<file path="src/rtl/mouse_master_sm.sv">
// PS/2 mouse master: power-up/init handshake with the mouse, then
// 3-byte movement packet assembly with a one-cycle publish interrupt.
module mouse_master_sm #(
  parameter int unsigned POWERUP_CYCLES = 1000000,
  parameter int unsigned RESP_TIMEOUT   = 50000000,
  parameter int unsigned PKT_TIMEOUT    = 200000,
  parameter int unsigned CNT_W          = 26
) (
  input  logic       CLK,
  input  logic       RESET,
  input  logic       BYTE_SENT,
  input  logic [7:0] BYTE_READ,
  input  logic [1:0] BYTE_ERROR_CODE,
  input  logic       BYTE_READY,
  output logic       SEND_BYTE,
  output logic [7:0] BYTE_TO_SEND,
  output logic       READ_ENABLE,
  output logic [7:0] MOUSE_STATUS,
  output logic [7:0] MOUSE_DX,
  output logic [7:0] MOUSE_DY,
  output logic       SEND_INTERRUPT,
  output logic       INIT_DONE,
  output logic [3:0] RETRY_COUNT,
  output logic [3:0] MASTER_STATE
);

  typedef enum logic [3:0] {
    PWRUP       = 4'd0,
    SEND_RST    = 4'd1,
    WAIT_TX_RST = 4'd2,
    WAIT_FA     = 4'd3,
    WAIT_AA     = 4'd4,
    WAIT_ID     = 4'd5,
    SEND_EN     = 4'd6,
    WAIT_TX_EN  = 4'd7,
    WAIT_FA_EN  = 4'd8,
    STRM_B1     = 4'd9,
    STRM_B2     = 4'd10,
    STRM_B3     = 4'd11
  } state_t;

  localparam logic [CNT_W-1:0] PWR_END  = CNT_W'(POWERUP_CYCLES - 1);
  localparam logic [CNT_W-1:0] RESP_END = CNT_W'(RESP_TIMEOUT - 1);
  localparam logic [CNT_W-1:0] PKT_END  = CNT_W'(PKT_TIMEOUT - 1);
  localparam logic [CNT_W-1:0] CNT_MAX  = '1;

  state_t           state;
  state_t           nxt;
  logic [CNT_W-1:0] cnt;
  logic [7:0]       stat_sh;
  logic [7:0]       dx_sh;
  logic             good;
  logic             resp_to;
  logic             pkt_to;
  logic             restart;
  logic             publish;
  logic             latch_s;
  logic             latch_dx;

  function automatic logic rd_of(input state_t s);
    return (s == WAIT_FA) || (s == WAIT_AA) || (s == WAIT_ID) ||
           (s == WAIT_FA_EN) || (s == STRM_B1) ||
           (s == STRM_B2) || (s == STRM_B3);
  endfunction

  function automatic logic strm_of(input state_t s);
    return (s == STRM_B1) || (s == STRM_B2) || (s == STRM_B3);
  endfunction

  always_comb begin
    good     = BYTE_READY && (BYTE_ERROR_CODE == 2'b00);
    resp_to  = (cnt == RESP_END);
    pkt_to   = (cnt == PKT_END);
    nxt      = state;
    restart  = 1'b0;
    publish  = 1'b0;
    latch_s  = 1'b0;
    latch_dx = 1'b0;
    case (state)
      PWRUP: begin
        if (cnt == PWR_END) nxt = SEND_RST;
      end
      SEND_RST: nxt = WAIT_TX_RST;
      WAIT_TX_RST: begin
        if (BYTE_SENT)    nxt = WAIT_FA;
        else if (resp_to) restart = 1'b1;
      end
      WAIT_FA: begin
        if (BYTE_READY) begin
          if (good && BYTE_READ == 8'hFA) nxt = WAIT_AA;
          else                            restart = 1'b1;
        end else if (resp_to) begin
          restart = 1'b1;
        end
      end
      WAIT_AA: begin
        if (BYTE_READY) begin
          if (good && BYTE_READ == 8'hAA) nxt = WAIT_ID;
          else                            restart = 1'b1;
        end else if (resp_to) begin
          restart = 1'b1;
        end
      end
      WAIT_ID: begin
        if (BYTE_READY) begin
          if (good && BYTE_READ == 8'h00) nxt = SEND_EN;
          else                            restart = 1'b1;
        end else if (resp_to) begin
          restart = 1'b1;
        end
      end
      SEND_EN: nxt = WAIT_TX_EN;
      WAIT_TX_EN: begin
        if (BYTE_SENT)    nxt = WAIT_FA_EN;
        else if (resp_to) restart = 1'b1;
      end
      WAIT_FA_EN: begin
        if (BYTE_READY) begin
          if (good && BYTE_READ == 8'hFA) nxt = STRM_B1;
          else                            restart = 1'b1;
        end else if (resp_to) begin
          restart = 1'b1;
        end
      end
      // Bit 3 of a status byte is always 1; use it to find packet start.
      STRM_B1: begin
        if (good && BYTE_READ[3]) begin
          latch_s = 1'b1;
          nxt     = STRM_B2;
        end
      end
      STRM_B2: begin
        if (BYTE_READY) begin
          if (good) begin
            latch_dx = 1'b1;
            nxt      = STRM_B3;
          end else begin
            nxt = STRM_B1;
          end
        end else if (pkt_to) begin
          nxt = STRM_B1;
        end
      end
      STRM_B3: begin
        if (BYTE_READY) begin
          publish = good;
          nxt     = STRM_B1;
        end else if (pkt_to) begin
          nxt = STRM_B1;
        end
      end
      default: nxt = PWRUP;
    endcase
    if (restart) nxt = SEND_RST;
  end

  always_ff @(posedge CLK) begin
    if (RESET) begin
      state          <= PWRUP;
      cnt            <= '0;
      stat_sh        <= 8'h00;
      dx_sh          <= 8'h00;
      SEND_BYTE      <= 1'b0;
      BYTE_TO_SEND   <= 8'h00;
      READ_ENABLE    <= 1'b0;
      MOUSE_STATUS   <= 8'h00;
      MOUSE_DX       <= 8'h00;
      MOUSE_DY       <= 8'h00;
      SEND_INTERRUPT <= 1'b0;
      INIT_DONE      <= 1'b0;
      RETRY_COUNT    <= 4'd0;
      MASTER_STATE   <= 4'd0;
    end else begin
      state <= nxt;
      if ((nxt != state) || (BYTE_READY && rd_of(state)))
        cnt <= '0;
      else if (cnt != CNT_MAX)
        cnt <= cnt + CNT_W'(1);
      // Command byte is held until the next command is issued.
      SEND_BYTE <= (nxt == SEND_RST) || (nxt == SEND_EN);
      if (nxt == SEND_RST)
        BYTE_TO_SEND <= 8'hFF;
      else if (nxt == SEND_EN)
        BYTE_TO_SEND <= 8'hF4;
      READ_ENABLE  <= rd_of(nxt);
      INIT_DONE    <= strm_of(nxt);
      MASTER_STATE <= nxt;
      if (restart && RETRY_COUNT != 4'd15)
        RETRY_COUNT <= RETRY_COUNT + 4'd1;
      if (latch_s)  stat_sh <= BYTE_READ;
      if (latch_dx) dx_sh   <= BYTE_READ;
      SEND_INTERRUPT <= publish;
      if (publish) begin
        MOUSE_STATUS <= stat_sh;
        MOUSE_DX     <= dx_sh;
        MOUSE_DY     <= BYTE_READ;
      end
    end
  end

endmodule

</file>
<file path="config.mk">
export PLATFORM = sky130hd
export DESIGN_NAME = mouse_master_sm
export DESIGN_NICKNAME = d
export VERILOG_FILES = /design/src/rtl/mouse_master_sm.sv
export SDC_FILE = /design/constraint.sdc
export NUM_CORES = 1
export LEC_CHECK = 0
export BUFFER_PORTS_ARGS = -buffer_cell sky130_fd_sc_hd__buf_2
export CORE_ASPECT_RATIO = 1.2
export CORE_UTILIZATION = 45
export DETAILED_ROUTE_END_ITERATION = 8
export HOLD_SLACK_MARGIN = 0.02
export PLACE_DENSITY = 0.79
export SLEW_MARGIN = 15
export SYNTH_ARGS = -nofsm -noshare
export SYNTH_HDL_FRONTEND = slang
export SYNTH_SLANG_ARGS = --single-unit
</file>
<file path="constraint.sdc">
create_clock -name CLK -period 2.71 [get_ports CLK]
set_input_delay 0.542 -clock CLK [delete_from_list [all_inputs] [get_ports CLK]]
set_output_delay 0.542 -clock CLK [all_outputs]
set_load 0.01 [all_outputs]
</file>
After elaboration in Yosys (flattened, before gate mapping)
Cells that the tools add are included.

word-level totals
  word-level logic and storage cells = 109
  register bits after elaboration = 86

cells by class
  reductions and logical operators = 30
  eq/ne operators = 28
  add/subtract/negate cells = 2
  multiplexer cells = 36

operator list
  operator                                         number
  two-way mux 4 bit                                16
  case mux 4 bit (12 select lines)                 1
  == test 4 bit, second input constant             8
  == test 4 x 3 -> 1 bit, second input constant    7
  adder 26 x 1 -> 26 bit, second input constant    1
  == test 26 x 18 -> 1 bit, second input constant  1
  == test 26 x 20 -> 1 bit, second input constant  1
  == test 26 bit, second input constant            1
  inequality test 26 bit, second input constant    1
  == test 8 bit, second input constant             2
  logical OR 1 bit                                 16
  two-way mux 8 bit                                2
  two-way mux 1 bit                                15
  == test 4 x 2 -> 1 bit, second input constant    3
  == test 4 x 1 -> 1 bit, second input constant    2
  logical NOT 8 bit                                1
  logical AND 1 bit                                7
  OR reduction 2 bit                               3
  adder 4 x 1 -> 4 bit, second input constant      1
  logical NOT 4 bit                                1
  inequality test 4 bit                            1
  inequality test 4 bit, second input constant     1
  case mux 1 bit (4 select lines)                  1
  logical NOT 2 bit                                1
  2 further kinds                                  2

Depth between registers and ports, before layout
Gate-level depths: netlist of run 1.

  depth after elaboration = 14
  depth in mapped cells = 12
  gate-level depth less buffers = 8

Least setup slack after synthesis of run 1
Ideal clock, no wire load.

  path type = input -> register
  start point = input port BYTE_READ[0]
  end point = register cnt[0]
  stages on the path = 9
  library setup time = 0.073 ns
  data required time = 2.637 ns
  data arrival time = 2.703 ns
  path slack = -0.066 ns
  cells stage by stage = or4_4 -> o311a_1 -> a211oi_2 -> o21ai_2 -> a2111o_1 -> a221o_1 -> buf_6 -> buf_6 -> nor3_2

between the ends
  longest elaborated chain between the ends = 9
  elaborated cells on any way between the ends = 26

RTL lines
  what                                                                                 RTL line  RTL
  from (decl)                                                                          12        input logic [7:0] BYTE_READ,
  == test 8 bit, or another cell as far along                                          90, 119
  logical AND 1 bit, on equally long branches                                          n/a
  two-way mux 4 bit, or another cell as far along                                      119       if (good && BYTE_READ == 8'hFA) nxt = STRM_B1;
  two-way mux 4 bit, or another cell as far along                                      118       if (BYTE_READY) begin
  case mux 4 bit (12 select lines) or case mux 1 bit (4 select lines) (tied branches)  79        case (state)
  two-way mux 4 bit *                                                                  154       if (restart) nxt = SEND_RST;
  inequality test 4 bit *                                                              175       if ((nxt != state) || (BYTE_READY && rd_of(state)))
  logical OR 1 bit *                                                                   175
  OR reduction 2 bit (no source line) *                                                n/a
  to (signal assigned)                                                                 178       cnt <= cnt + CNT_W'(1);
  to (decl)                                                                            49        logic [CNT_W-1:0] cnt;

Every way passes the cells marked *; elsewhere a longest branch is shown, timed or not.
A chain may end at the register's enable or synchronous reset.

Final worst setup path of run 1
  start point = input port BYTE_READ[0]
  end point = register cnt[23]

The elaborated chain is that of the path after synthesis.

==> flow_summary.yaml, run 1 <==
outcome:
  outcome: "finished, final reports clean"
layout:
  antenna_cells: 0
  final-seq-area_mm2: 0.001602
  areaGrowthSynthToFinish_pct: 20.61
  multiInputGateArea_mm2: 0.002106
  final_area_mm2: 0.004671
  final_layout_size_suffix_gt1_share_pct: 27.34
  layout.cells.non_filler: 648
  final_nets: 545
  nFillCells: 752
  utilization_pct: 56.66
detailed_routing:
  wl_met2_um: 4840
  met3_length_um: 425
  drtAntennaViolNets: 0
  num_vias: 3513
  drt_wl_total_um: 9311
  highest_layer: "met4"
  drtIter0Drc: 216
  viasPerCell: 5.421
  drc: 0
  wl_per_cell_um: 14.37
  drt-pass1-iter-count: 7
  wl_met1_um: 3876
yosys:
  synth_top_area_share_pct: 41.36
  async_reset_ff_share_pct: 0
  syn-mean-instance-area_um2: 8.605
  synth_seq_area_share_pct: 41.36
  synth_ff_type: "dfxtp_1"
  synthTopCellsByArea: "dfxtp_1, nand2_1, nor3_2"
  synth_edf_count: 0
  synth_commonest_cells: "dfxtp_1, nand2_1, a21oi_1, nor2_1, nor3_2"
  yosysMostFrequentCell: "dfxtp_1"
  syn_area_mm2: 0.003872
  synth_warnings: 0
  synthCells: 450
  ys_types: 58
  synth-seq-cells: 80
  synth_nets: 466
  synth.largest_area_cell: "dfxtp_1"
clock_tree:
  cts_buffers: 9
  cts_hold_buf: 0
  clkTransAtPathRegs_ps: 80
  cts_tree: "done"
  clk_latency_ps: 360
  root_buffer: "clkbuf_8"
  cts_num_sinks: 80
  h-tree-depth: 3
  cts_buffer_depth: 2
setup_path:
  timing.rr.start: "cnt[9]"
  required_ps: 2980
  worstPathArrival_ps: 2910
  timing.rr.end: "cnt[13]"
  rr_worst_depth: 9
  cp-endpoint: "cnt[23]"
  r2r_setup_slack_ps: 140
  cp-startpoint: "BYTE_READ[0]"
  worstSetupEndpointType: "register"
  worst-path-max-fanout: 11
  crit_path_start_kind: "primary input"
  worstSetupPathType: "in -> reg"
pwr:
  p_leak_nw: 1.814
  power_density_mw_per_mm2: 503.8
  ir_worst_vdd_mv: 0.2386
timing:
  fmax_mhz: 377.8
  tightest_slew_ps: 640.7
  setup_viol: 0
  period_minus_slack_ps: 2647
  post-route-period-util_pct: 97.66
  slew_headroom_pct: 57.03
  fin_worst_skew_ps: 10.02
  rsz0062_at_grt: "true"
  hold_viol: 0
  setup_slack_ps: 63.43
  finalMaxSlewViolations: 0
grt:
  grt_pass1_wl_um: 15080
  grt_pass1_vias: 3218
  grt_max_degree: 55
  grt_overflow: 0
  grt_use_total_pct: 21.21
  antenna_found_initial: 0
placement:
  placed_area_mm2: 0.004447
  gp_congestion: 0.9154
  dpl_worst_slack_ps: -296.2
  dpl.cell_count: 631
  dpl.hpwl_um: 6853
  io_buffer_count: 57
floorplanning:
  die_w_um: 86.69
  die-area_mm2: 0.008982
  rows: 36
  ios: 58
  start_util_pct: 46.98
  die_h_um: 103.6
  coreArea_mm2: 0.008243
worst_hold_path:
  worstHoldPathType: "reg -> reg"
  hp-start: "MOUSE_DY[3]"
job:
  drv_cap: 0
## kinds of logic after synthesis
| logic type | synth area share [%] |
|---|---|
| flip-flops | 41.36 |
| adder cells (fa/ha/maj) | 0.6461 |
| AO/OA/AOI/OAI | 10.44 |
| multiplexers | 4.717 |
| buffers and inverters | 4.879 |
| AND/OR/NAND/NOR | 32.31 |
| XOR/XNOR | 5.654 |
## critical path, stage by stage
cell and delay (ps):
buf_2 100, or4_4 550, o311a_1 360, a211oi_2 230
o21ai_2 80, a2111o_1 280, a221o_1 350, buf_4 200
nor3_1 220
## power by group
| group | internal (W) | switching (W) | leakage (nW) |
|---|---|---|---|
| Sequential | 0.00119 | 0.0000245 | 0.645 |
| Combinational | 0.000126 | 0.000188 | 1.08 |
| Clock | 0.000369 | 0.000456 | 0.0935 |
| Total | 0.00168 | 0.000669 | 1.81 |
## state kept, by name, summed over array words and instances (netlist names), 4 cells and up
signal	count
MOUSE_DX	8
MOUSE_DY	8
MOUSE_STATUS	8
RETRY_COUNT	4
cnt	26
dx_sh	8
stat_sh	8
state	4
## worst min-delay path by stage
stage                      end  slack (ps)  cells past startpoint
3_5_place_dp       MOUSE_DY[2]         440                      2
4_1_cts            MOUSE_DY[2]         450                      2
2_1_floorplan  MOUSE_STATUS[0]         430                      2
3_3_place_gp   MOUSE_STATUS[5]         440                      2
6_report           MOUSE_DY[3]         450                      2
5_1_grt            MOUSE_DY[3]         470                      3
## area by class of cell
class                           count  share of cell area [%]
Multi-Input combinational cell    333                   45.08
Sequential cell                    80                   34.29
Timing Repair Buffer               97                   12.89
Tap cell                          114                   3.054
Clock buffer                       10                   2.947
Clock inverter                      6                   1.098
Inverter                            8                  0.6429
## per-layer routing
| metal | GRT usage (%) | vias up |
|---|---|---|
| met3 | 5.020 | 20 |
| met5 | 0 | - |
| met2 | 37.59 | 100 |
| met4 | 7.738 | 0 |
| li1 | - | 1752 |
| met1 | 24.33 | 1641 |
## cells in the final DEF (no fill, tap or decap), types with 2 or more instances in the layout
cell	n
and3_1	8
nor2_1	36
inv_1	8
or3_1	3
clkinv_4	3
ha_1	2
buf_4	38
clkbuf_8	10
nor2b_1	5
nand3_1	19
and4b_1	2
nand2_1	68
xor2_1	10
nor3_1	18
nor4_2	2
nand4bb_1	2
and2_1	5
buf_2	57
o21ai_0	3
mux2i_1	16
a211oi_1	4
nor3_2	20
inv_6	2
a31oi_1	3
a31o_2	2
dfxtp_1	80
and4_1	7
nor4_1	6
xnor2_1	15
nand4_1	11
nor4bb_1	2
a21oi_1	37
## stage by stage
step	TNS, ps	total power, W	hold slack (ps)
floorplan	-430.9	0.001435	431.2
global placement	-3614	0.001534	435.8
detailed placement	-5360	0.001544	443.0
CTS	0	0.002366	454.6
global route	-94.60	0.002448	467.9
finish	0	0.002353	452.6
## timing repair
item | in CTS | in global routing
gates cloned | 0 | 0
resized for setup | 1 | 5
buffers inserted | 0 | 1
endpoints found under the setup margin | 1 | 26
(Power assumes the default switching activity.)
==> run 2, diff against run 1 <==
Settings changed: CORE_ASPECT_RATIO 1.2 to 1.5.
==> run 2 against run 1 <==
Net effect:
- global-route usage is 1.7 points higher
- die area hardly changed
- flip-flop and latch count stayed put
- fmax is 1.9% higher
- sequential share of layout area is 1.5 points lower
- total power is 16% higher
- wire length is 4.0% higher
- clock-buffer cell count is 1 lower
- critical endpoint is now cnt[20]
- largest cell class unchanged
==> flow_summary.yaml, run 2 (synthesis results as in run 1) <==
timing:
  post-route-period-util_pct: 95.87
  fmax_mhz: 384.9
  finalMaxSlewViolations: 0
  tightest_slew_ps: 545.6
  finalSetupTns_ps: 0
  rsz0062_at_grt: "false"
  hold_viol: 0
  period_minus_slack_ps: 2598
  setup_slack_ps: 111.9
  setup_viol: 0
  fin_worst_skew_ps: 5.415
  slew_headroom_pct: 63.41
  fin_hold_ws_ps: 425.5
pwr:
  combPwrFrac_pct: 13.1
  p_leak_nw: 1.917
  pwr-share-seq_pct: 44.7
  swShare_pct: 27.05
  power.switching_w: 0.0007380
  p_int_w: 0.001990
  clockPowerShare_pct: 42.3
  power.total_w: 0.002728
  power_density_mw_per_mm2: 558.4
  ir_worst_vdd_mv: 0.3664
detailed_routing:
  met3_length_um: 339
  drtIter0Drc: 218
  drt_wl_total_um: 9686
  drtAntennaViolNets: 0
  drc: 0
  highest_layer: "met4"
  drt-pass1-iter-count: 4
  wl_met2_um: 5357
  wl_met1_um: 3725
  wl_per_cell_um: 14.90
  viasPerCell: 5.492
  num_vias: 3570
layout:
  utilization_pct: 58.43
  top_register: "cnt"
  areaGrowthSynthToFinish_pct: 26.17
  final_cell_mix: "dfxtp_1, nand2_1, buf_2"
  largest_register_ffs: 26
  antenna_cells: 0
  final_common_cell: "dfxtp_1"
  nFillCells: 705
  final_nets: 554
  final_layout_size_suffix_gt1_share_pct: 29.83
setup_path:
  rr_worst_depth: 10
  timing.rr.end: "cnt[3]"
  cp_num_buf_inv: 2
  worst-path-max-fanout: 26
  required_ps: 2980
  worstSetupPathType: "in -> reg"
  cp_slowest_cell: "or4_4"
  critical_path.max_stage_delay_ps: 540
  worstPathArrival_ps: 2870
  timing.rr.start: "cnt[0]"
  cp_top_family: "compound AO/OA/AOI/OAI gates"
  crit_path_start_kind: "primary input"
  worstPathCellList: "buf_2, or4_4, o311a_1, a211oi_2, o21ai_2, a2111o_1, a221o_1, buf_12, nor3_1"
  path_depth: 9
  r2r_setup_slack_ps: 190
  worstSetupEndpointType: "register"
clock_tree:
  cts_tree: "done"
  clk_latency_ps: 340
  cts_hold_buf: 0
  h-tree-depth: 3
  clkTransAtPathRegs_ps: 60
  cts_buffers: 9
  root_buffer: "clkbuf_16"
  cts_buffer_depth: 2
  cts_num_sinks: 80
floorplanning:
  coreArea_mm2: 0.008362
  rows: 41
  ios: 58
  die-area_mm2: 0.008988
  start_util_pct: 46.31
  die_w_um: 77.74
  die_h_um: 115.6
worst_hold_path:
  hold_path_end: "stat_sh[6]"
  whs_path_depth: 2
  worstHoldPathType: "in -> reg"
  hp-start: "RESET"
grt:
  antenna_found_initial: 0
  grt_use_total_pct: 22.93
  grt_max_degree: 54
  grt_pass1_vias: 3441
  grt_overflow: 0
  grt_pass1_wl_um: 16020
placement:
  dpl_worst_slack_ps: -248.5
  gp_congestion: 0.9118
  dpl.hpwl_um: 6987
  io_buffer_count: 57
outcome:
  outcome: "finished, final reports clean"
job:
  drv_cap: 0
run 2: cell types whose count changed in the layout (fill, tap and decap cells not counted), moves of 2 or more:
cell,change
clkbuf_16,+9
buf_12,+3
clkbuf_8,-10
nor3_1,-2
buf_4,+7
dfxtp_2,+2
dfxtp_1,-2
nor3_2,+3
run 2: worst reg2reg max path: stages, from the launching register on:
cell	delay (ps)
dfxtp_2	370
ha_2	200
and3_1	210
nand3_1	70
or4_1	550
and4_2	260
a22oi_2	210
mux2i_4	120
buf_12	150
buf_12	140
nor3_2	170
run 2: how the worst max path moves through the flow:
| stage | from | to | slack (ps) |
|---|---|---|---|
| floorplan | BYTE_READ[0] | cnt[0] | -20 |
| global placement | BYTE_READ[0] | cnt[20] | -200 |
| detailed placement | BYTE_READ[0] | cnt[20] | -250 |
| CTS | cnt[0] | cnt[20] | 80 |
| global route | cnt[25] | cnt[23] | 30 |
| finish | BYTE_READ[0] | cnt[20] | 110 |
run 2: routing by layer:
layer | track usage [%] | vias up
met5 | 0 | -
met4 | 11.82 | 0
met3 | 5.039 | 24
met2 | 44.60 | 88
met1 | 22.41 | 1692
li1 | - | 1766
run 2: what timing repair did:
item | CTS | global route
hold endpoints to repair | 0 | 0
buffers inserted | 2 | 1
gates resized for setup | 0 | 11
pin swaps | 0 | 2
endpoints found under the setup margin | 1 | 26
run 2: final cells by class:
class | instances | area (µm²) | share of cell area, %
multi-input combinational | 333 | 2127 | 43.53
tap | 107 | 133.9 | 2.740
timing repair buffer | 106 | 703.2 | 14.39
clock inverter | 7 | 62.56 | 1.280
sequential | 80 | 1604 | 32.83
clock buffer | 9 | 225.2 | 4.609
inverter | 8 | 30.03 | 0.6146
run 2: power by group through the flow:
stage          Sequential (W)  Combinational, W  Clock, W
2_1_floorplan         0.00123          0.000200         0
3_3_place_gp          0.00124          0.000319         0
3_5_place_dp          0.00124          0.000328         0
4_1_cts               0.00122          0.000352   0.00117
5_1_grt               0.00122          0.000386   0.00123
6_report              0.00122          0.000357   0.00115
run 2: per-stage QoR:
stage | cell area (µm²) | std cells
after floorplan | 3880 | 450
after global placement | 4516 | 631
after detailed placement | 4516 | 631
after CTS | 4831 | 649
after global routing | 4886 | 650
final | 4886 | 650
